[src/rtl/idex_pkg.sv]
// Shared types and constants for the LEGv8 ID/EX pipeline boundary.
package idex_pkg;

    typedef struct packed {
        logic       ALUSrc;
        logic       MemtoReg;
        logic       RegWrite;
        logic       MemRead;
        logic       MemWrite;
        logic       Branch;
        logic [1:0] ALUOp;
    } ctrl_t;

    localparam logic [4:0] XZR         = 5'd31;
    localparam ctrl_t      CTRL_BUBBLE = '0;

endpackage

[src/rtl/idex_hazard_unit.sv]
// Load-use hazard detection between the decode instruction and a load sitting in EX.
module hazard_unit
    import idex_pkg::*;
#(
    parameter int REG_W = 5
) (
    input  logic             valid_d,
    input  logic             uses1,
    input  logic             uses2,
    input  logic [REG_W-1:0] ra1_d,
    input  logic [REG_W-1:0] ra2_d,
    input  logic             valid_e,
    input  logic             mem_read_e,
    input  logic [REG_W-1:0] wa_e,
    output logic             hz
);

    localparam logic [REG_W-1:0] XZR_IDX = REG_W'(XZR);

    // A load writing XZR produces nothing to forward, so it never blocks a reader.
    always_comb begin
        hz = valid_d & valid_e & mem_read_e & (wa_e != XZR_IDX)
           & ((uses1 & (ra1_d == wa_e)) | (uses2 & (ra2_d == wa_e)));
    end

endmodule

[src/rtl/idex_stage.sv]
// ID/EX pipeline register with load-use stall and branch flush.
// Optional IDEX_PERF_EN adds saturating stall/flush event counters.
module idex_stage
    import idex_pkg::*;
#(
    parameter int N     = 64,
    parameter int REG_W = 5
) (
    input  logic             clk,
    input  logic             reset_n,
    input  logic             valid_d,
    input  logic             ALUSrc_d,
    input  logic             MemtoReg_d,
    input  logic             RegWrite_d,
    input  logic             MemRead_d,
    input  logic             MemWrite_d,
    input  logic             Branch_d,
    input  logic [1:0]       ALUOp_d,
    input  logic [N-1:0]     rd1_d,
    input  logic [N-1:0]     rd2_d,
    input  logic [N-1:0]     imm_d,
    input  logic [N-1:0]     pc_d,
    input  logic [REG_W-1:0] ra1_d,
    input  logic [REG_W-1:0] ra2_d,
    input  logic [REG_W-1:0] wa_d,
    input  logic [10:0]      funct_d,
    input  logic             flush_i,
    output logic             valid_e,
    output logic             ALUSrc_e,
    output logic             MemtoReg_e,
    output logic             RegWrite_e,
    output logic             MemRead_e,
    output logic             MemWrite_e,
    output logic             Branch_e,
    output logic [1:0]       ALUOp_e,
    output logic [N-1:0]     rd1_e,
    output logic [N-1:0]     rd2_e,
    output logic [N-1:0]     imm_e,
    output logic [N-1:0]     pc_e,
    output logic [REG_W-1:0] ra1_e,
    output logic [REG_W-1:0] ra2_e,
    output logic [REG_W-1:0] wa_e,
    output logic [10:0]      funct_e,
    output logic             stall_o
`ifdef IDEX_PERF_EN
    ,
    output logic [31:0]      stall_cnt_o,
    output logic [31:0]      flush_cnt_o
`endif
);

    ctrl_t            ctrl_in;
    logic             uses1, uses2, hz;

    logic             valid_e_q, valid_e_d;
    ctrl_t            ctrl_e_q, ctrl_e_d;
    logic [N-1:0]     rd1_e_q, rd1_e_d, rd2_e_q, rd2_e_d;
    logic [N-1:0]     imm_e_q, imm_e_d, pc_e_q, pc_e_d;
    logic [REG_W-1:0] ra1_e_q, ra1_e_d, ra2_e_q, ra2_e_d, wa_e_q, wa_e_d;
    logic [10:0]      funct_e_q, funct_e_d;

    assign ctrl_in = {ALUSrc_d, MemtoReg_d, RegWrite_d, MemRead_d, MemWrite_d, Branch_d, ALUOp_d};

    // CBZ reads only Rt; stores and branches read the second port even with ALUSrc set.
    assign uses1 = ~Branch_d;
    assign uses2 = ~ALUSrc_d | MemWrite_d | Branch_d;

    hazard_unit #(.REG_W(REG_W)) u_hazard (
        .valid_d    (valid_d),
        .uses1      (uses1),
        .uses2      (uses2),
        .ra1_d      (ra1_d),
        .ra2_d      (ra2_d),
        .valid_e    (valid_e_q),
        .mem_read_e (ctrl_e_q.MemRead),
        .wa_e       (wa_e_q),
        .hz         (hz)
    );

    assign stall_o = hz & ~flush_i;

    always_comb begin
        valid_e_d = valid_d;
        ctrl_e_d  = valid_d ? ctrl_in : CTRL_BUBBLE;
        if (flush_i || hz) begin
            valid_e_d = 1'b0;
            ctrl_e_d  = CTRL_BUBBLE;
        end
        rd1_e_d   = rd1_d;
        rd2_e_d   = rd2_d;
        imm_e_d   = imm_d;
        pc_e_d    = pc_d;
        ra1_e_d   = ra1_d;
        ra2_e_d   = ra2_d;
        wa_e_d    = wa_d;
        funct_e_d = funct_d;
    end

    always_ff @(posedge clk or negedge reset_n) begin
        if (!reset_n) begin
            valid_e_q <= 1'b0;
            ctrl_e_q  <= CTRL_BUBBLE;
            rd1_e_q   <= '0;
            rd2_e_q   <= '0;
            imm_e_q   <= '0;
            pc_e_q    <= '0;
            ra1_e_q   <= '0;
            ra2_e_q   <= '0;
            wa_e_q    <= '0;
            funct_e_q <= '0;
        end else begin
            valid_e_q <= valid_e_d;
            ctrl_e_q  <= ctrl_e_d;
            rd1_e_q   <= rd1_e_d;
            rd2_e_q   <= rd2_e_d;
            imm_e_q   <= imm_e_d;
            pc_e_q    <= pc_e_d;
            ra1_e_q   <= ra1_e_d;
            ra2_e_q   <= ra2_e_d;
            wa_e_q    <= wa_e_d;
            funct_e_q <= funct_e_d;
        end
    end

    assign valid_e = valid_e_q;
    assign {ALUSrc_e, MemtoReg_e, RegWrite_e, MemRead_e, MemWrite_e, Branch_e, ALUOp_e} = ctrl_e_q;
    assign rd1_e   = rd1_e_q;
    assign rd2_e   = rd2_e_q;
    assign imm_e   = imm_e_q;
    assign pc_e    = pc_e_q;
    assign ra1_e   = ra1_e_q;
    assign ra2_e   = ra2_e_q;
    assign wa_e    = wa_e_q;
    assign funct_e = funct_e_q;

`ifdef IDEX_PERF_EN
    logic [31:0] stall_cnt_q, stall_cnt_d, flush_cnt_q, flush_cnt_d;

    // Both counters stick at all-ones instead of wrapping.
    always_comb begin
        stall_cnt_d = stall_cnt_q;
        flush_cnt_d = flush_cnt_q;
        if (stall_o && (stall_cnt_q != '1)) stall_cnt_d = stall_cnt_q + 32'd1;
        if (flush_i && valid_d && (flush_cnt_q != '1)) flush_cnt_d = flush_cnt_q + 32'd1;
    end

    always_ff @(posedge clk or negedge reset_n) begin
        if (!reset_n) begin
            stall_cnt_q <= '0;
            flush_cnt_q <= '0;
        end else begin
            stall_cnt_q <= stall_cnt_d;
            flush_cnt_q <= flush_cnt_d;
        end
    end

    assign stall_cnt_o = stall_cnt_q;
    assign flush_cnt_o = flush_cnt_q;
`endif

endmodule

[config.mk]
export PLATFORM = sky130hd
export DESIGN_NAME = idex_stage
export DESIGN_NICKNAME = d
export VERILOG_FILES = /design/src/rtl/idex_pkg.sv /design/src/rtl/idex_hazard_unit.sv /design/src/rtl/idex_stage.sv
export SDC_FILE = /design/constraint.sdc
export NUM_CORES = 1
export LEC_CHECK = 0
export CORE_AREA = 2 2 225 227
export DETAILED_ROUTE_END_ITERATION = 8
export DIE_AREA = 0 0 227 229
export PLACE_DENSITY_LB_ADDON = 0.2
export SYNTH_ARGS = -nofsm -noshare
export SYNTH_HDL_FRONTEND = slang
export SYNTH_SLANG_ARGS = --single-unit
[constraint.sdc]
create_clock -name clk -period 5.1 [get_ports clk]
set_clock_uncertainty 0.05 [all_clocks]
set_input_delay 1.53 -clock clk [delete_from_list [all_inputs] [get_ports clk]]
set_output_delay 1.53 -clock clk [all_outputs]
set_load 0.05 [all_outputs]
==> run_results.csv <==
group,metric,value,unit
cells_and_area,post_layout_net_count,1250,
clocking,worst_path_clk_slew,0.06,ns
drt,met1Wirelength,9160,um
floorplan,floorplan.core_area,49700,um2
placed_design,detailed_place.area,14300,um2
grt,grt_usage,10.7,%
cells_and_area,syn2layout_area_growth,105,%
cells_and_area,fin_area,15400,um2
worst_setup_path,timing.reg2reg.worst_path_depth,5,
worst_setup_path,setup.worst_path.end_class,"output pin",
synthesis,post_synth_xor_area_fraction,1.16,%
cells_and_area,fillCellCount,4988,
drt,route.detailed.vias_per_inst,3.21,
sta,worst-slew-pin-transition,0.822,ns
clocking,cts.repair_timing.setup_buffer_count,0,
sta,achievable-frequency,216,MHz
worst_setup_path,worstSetupStartpointType,"input port",
worst_setup_path,critical-path-slowest-cell,"sky130_fd_sc_hd__clkdlybuf4s50_1",
sta,finalHoldWorstSlack,0.814,ns
grt,antenna_violations_before_repair,5,
placed_design,placedCellCount,1591,
worst_setup_path,cp.arrival,3.05,ns
drt,antenna_left,0,
sta,fin_setup_tns,0,ns
drt,detail_route.wl_per_cell,17.2,um
worst_setup_path,required,3.52,ns
synthesis,adder_and_majority_gate_portion_of_the_synthesized_area,0,%
outcome,run_status,"complete, no violations",
power_and_ir_drop,power.total,5.86,mW
synthesis,netlist_top_cells_area,"sky130_fd_sc_hd__dfrtp_1 (97%), sky130_fd_sc_hd__xnor2_1 (1.0%), sky130_fd_sc_hd__a21oi_1 (0.46%), sky130_fd_sc_hd__nand2_1 (0.40%), sky130_fd_sc_hd__o32ai_4 (0.37%)",
power_and_ir_drop,irDropWorstVdd,0.314,mV
placed_design,dp_slack,0.441,ns
placed_design,gp_congestion,0.770,
synthesis,synth-compound-area-share,1.18,%
clocking,cts-resized-gates,0,
clocking,worstSkewPairLatency,0.51,ns
worst_setup_path,worstSetupStartpoint,"ra1_d[1]",
grt,globalRoute.totalOverflow,0,
clocking,cts_tree,"built",
worst_setup_path,critPathMaxStageDelay,0.50,ns
power_and_ir_drop,leakage,6.37,nW
worst_hold_path,holdPathStages,4,
worst_setup_path,timing_worst_setup_path_type,"in2out",
clocking,cts_num_sinks,291,
sta,final_hold_viol_count,0,
drt,drc,0,
sta,setup_repair_after_global_routing_missed_its_margin,"no",
grt,grt_pass1_wl,40000,um
worst_setup_path,worstPathCellList,"clkdlybuf4s50_1 -> xnor2_1 -> nand4_1 -> o32ai_4 -> and3b_1 -> buf_12",
power_and_ir_drop,power_density,380,nW/um2
sta,slew_headroom,45.2,%
grt,grt_pass1_vias,5946,
synthesis,synth_top_cell_by_area,"sky130_fd_sc_hd__dfrtp_1",
floorplan,die_area,52000,um2
clocking,numCtsBuffers,35,
worst_hold_path,worstHoldEndpoint,"valid_e",
clocking,ctsLongestPathBuffers,3,
drt,drtPass1Iterations,4,
cells_and_area,layout.cells.non_filler,1648,
placed_design,placement.io_buffers,585,
sta,min_period_over_period,90.7,%
synthesis,synth_seq_area_share,96.6,%
synthesis,netlist_instances,329,
floorplan,die_height,229,um
floorplan,start_util,15.2,%
worst_setup_path,crit_fanout,2,
floorplan,rows,82,
synthesis,synth_top_family_by_area,"compound AO/OA/AOI/OAI gates",
drt,met2_length,14900,um
worst_hold_path,hold_start,"MemRead_e",
synthesis,synthDominantCellAreaShare,96.6,%
placed_design,dpl.hpwl,22000,um
sta,finalMaxSlewViolations,0,
drt,drtIter0Drc,181,
sta,finalWorstSetupSlack,0.474,ns
worst_hold_path,hold_class,"reg2reg",
worst_setup_path,crit-reg2reg-launch,"wa_e[3]",
worst_setup_path,regToRegSetupSlack,3.52,ns
sta,finalSetupViolCount,0,
sta,finalCriticalPeriod,4.63,ns
drt,detailroute.wirelength.met3,3400,um
clocking,cts_hold_bufs,0,
cells_and_area,final_core_utilization,31.1,%
flow_run,drv_cap,0,
floorplan,dieWidth,227,um
cells_and_area,proportion_of_layout_cells_with_a_drive_suffix_above_1,6.35,%
synthesis,cell_area_synth,7540,um2
floorplan,num_io_pins,586,
synthesis,synthMuxAreaShare,0,%
synthesis,synth_nets,623,
synthesis,yosys.cell_types.count,17,
synthesis,syn_avg_cell_area,22.9,um2
synthesis,number_of_storage_elements_in_the_synthesis_netlist,291,
synthesis,synth.yosys.warnings,0,
synthesis,synth_simple_gate_area_share,0.996,%
drt,detailroute.via_count,5288,
drt,totalWireLength,28300,um
drt,topRoutingLayerUsed,"met5",
cells_and_area,insertedDiodeCount,0,
clocking,cts-htree-levels,2,
clocking,cts_root_buffer,"sky130_fd_sc_hd__clkbuf_16",
grt,grt_max_degree,102,
worst_setup_path,worstReg2RegEnd,"RegWrite_e",
-- flip-flops by register name, summed over array words and instances, names as in the netlist --
signal and count:
rd1_e 64, ra2_e 5, MemtoReg_e 1, rd2_e 64, funct_e 11, valid_e 1
MemRead_e 1, ALUOp_e 2, imm_e 64, wa_e 5, RegWrite_e 1, MemWrite_e 1
ALUSrc_e 1, ra1_e 5, pc_e 64, Branch_e 1
-- worst max-delay path, delay by kind of cell --
family / cells / cell delay [ns]
simple gates: 2 / 0.43
xor+xnor: 1 / 0.13
buf+inv: 2 / 0.65
compound gates: 1 / 0.30
-- cell usage after synthesis (all sizes together) --
master	count
dfrtp	291
xnor2	9
nand2	8
a21oi	7
nand4	2
a211oi	1
a21boi	1
a31oi	1
and3	1
and3b	1
buf	1
nand2b	1
nand3	1
nor2b	1
o21ai	1
o32ai	1
xor2	1
-- routing by layer --
layer	up-vias	GRT usage, %
li1	2304	-
met3	60	4.94
met1	2578	10.5
met5	-	0
met2	340	19.3
met4	6	4.19
-- power breakdown --
part	switching, mW	internal (mW)	total [mW]
clock network	0.948	1.47	2.42
registers	0.0375	2.43	2.46
logic	0.580	0.400	0.980
total	1.57	4.29	5.86
-- placed cells by master, fill, tap and decap left out, types with 2 or more instances in the layout --
| cell | synthesis | layout |
|---|---|---|
| sky130_fd_sc_hd__xnor2_1 | 9 | 9 |
| sky130_fd_sc_hd__clkdlybuf4s50_1 | 0 | 583 |
| sky130_fd_sc_hd__clkbuf_16 | 0 | 35 |
| sky130_fd_sc_hd__nand4_1 | 2 | 2 |
| sky130_fd_sc_hd__buf_12 | 0 | 4 |
| sky130_fd_sc_hd__dfrtp_1 | 291 | 291 |
| sky130_fd_sc_hd__clkinv_2 | 0 | 5 |
| sky130_fd_sc_hd__clkinvlp_4 | 0 | 2 |
| sky130_fd_sc_hd__a21oi_1 | 7 | 7 |
| sky130_fd_sc_hd__bufinv_16 | 0 | 2 |
| sky130_fd_sc_hd__clkbuf_8 | 0 | 8 |
| sky130_fd_sc_hd__buf_4 | 0 | 3 |
| sky130_fd_sc_hd__nand2_1 | 8 | 8 |
| sky130_fd_sc_hd__clkbuf_1 | 0 | 4 |
-- cell families after synthesis --
logic type,count (synthesis)
and+or+nand+nor,15
DFF,291
buffers and inverters,1
AOI/OAI and AO/OA,12
xor gates and xnor gates,10
-- worst max path at each step --
stage / endpoint / slack [ns] / cells after the start
final: stall_o / 0.47 / 6
after global routing: stall_o / 0.39 / 6
after CTS: stall_o / 0.45 / 6
after detailed placement: stall_o / 0.44 / 6
after global placement: stall_o / 0.48 / 6
after floorplan: stall_o / 0.81 / 4
-- cell type report --
type                    instances  area (um2)  share of cell area (%)
flip-flops and latches        291        7280                    47.2
well taps                     672         841                    5.45
repair buffers                591        5950                    38.6
clock buffers                  47        1000                    6.48
clock inverters                10         109                   0.705
multi-input cells              37         251                    1.63
Note: power is estimated with default switching activity, not from simulation.
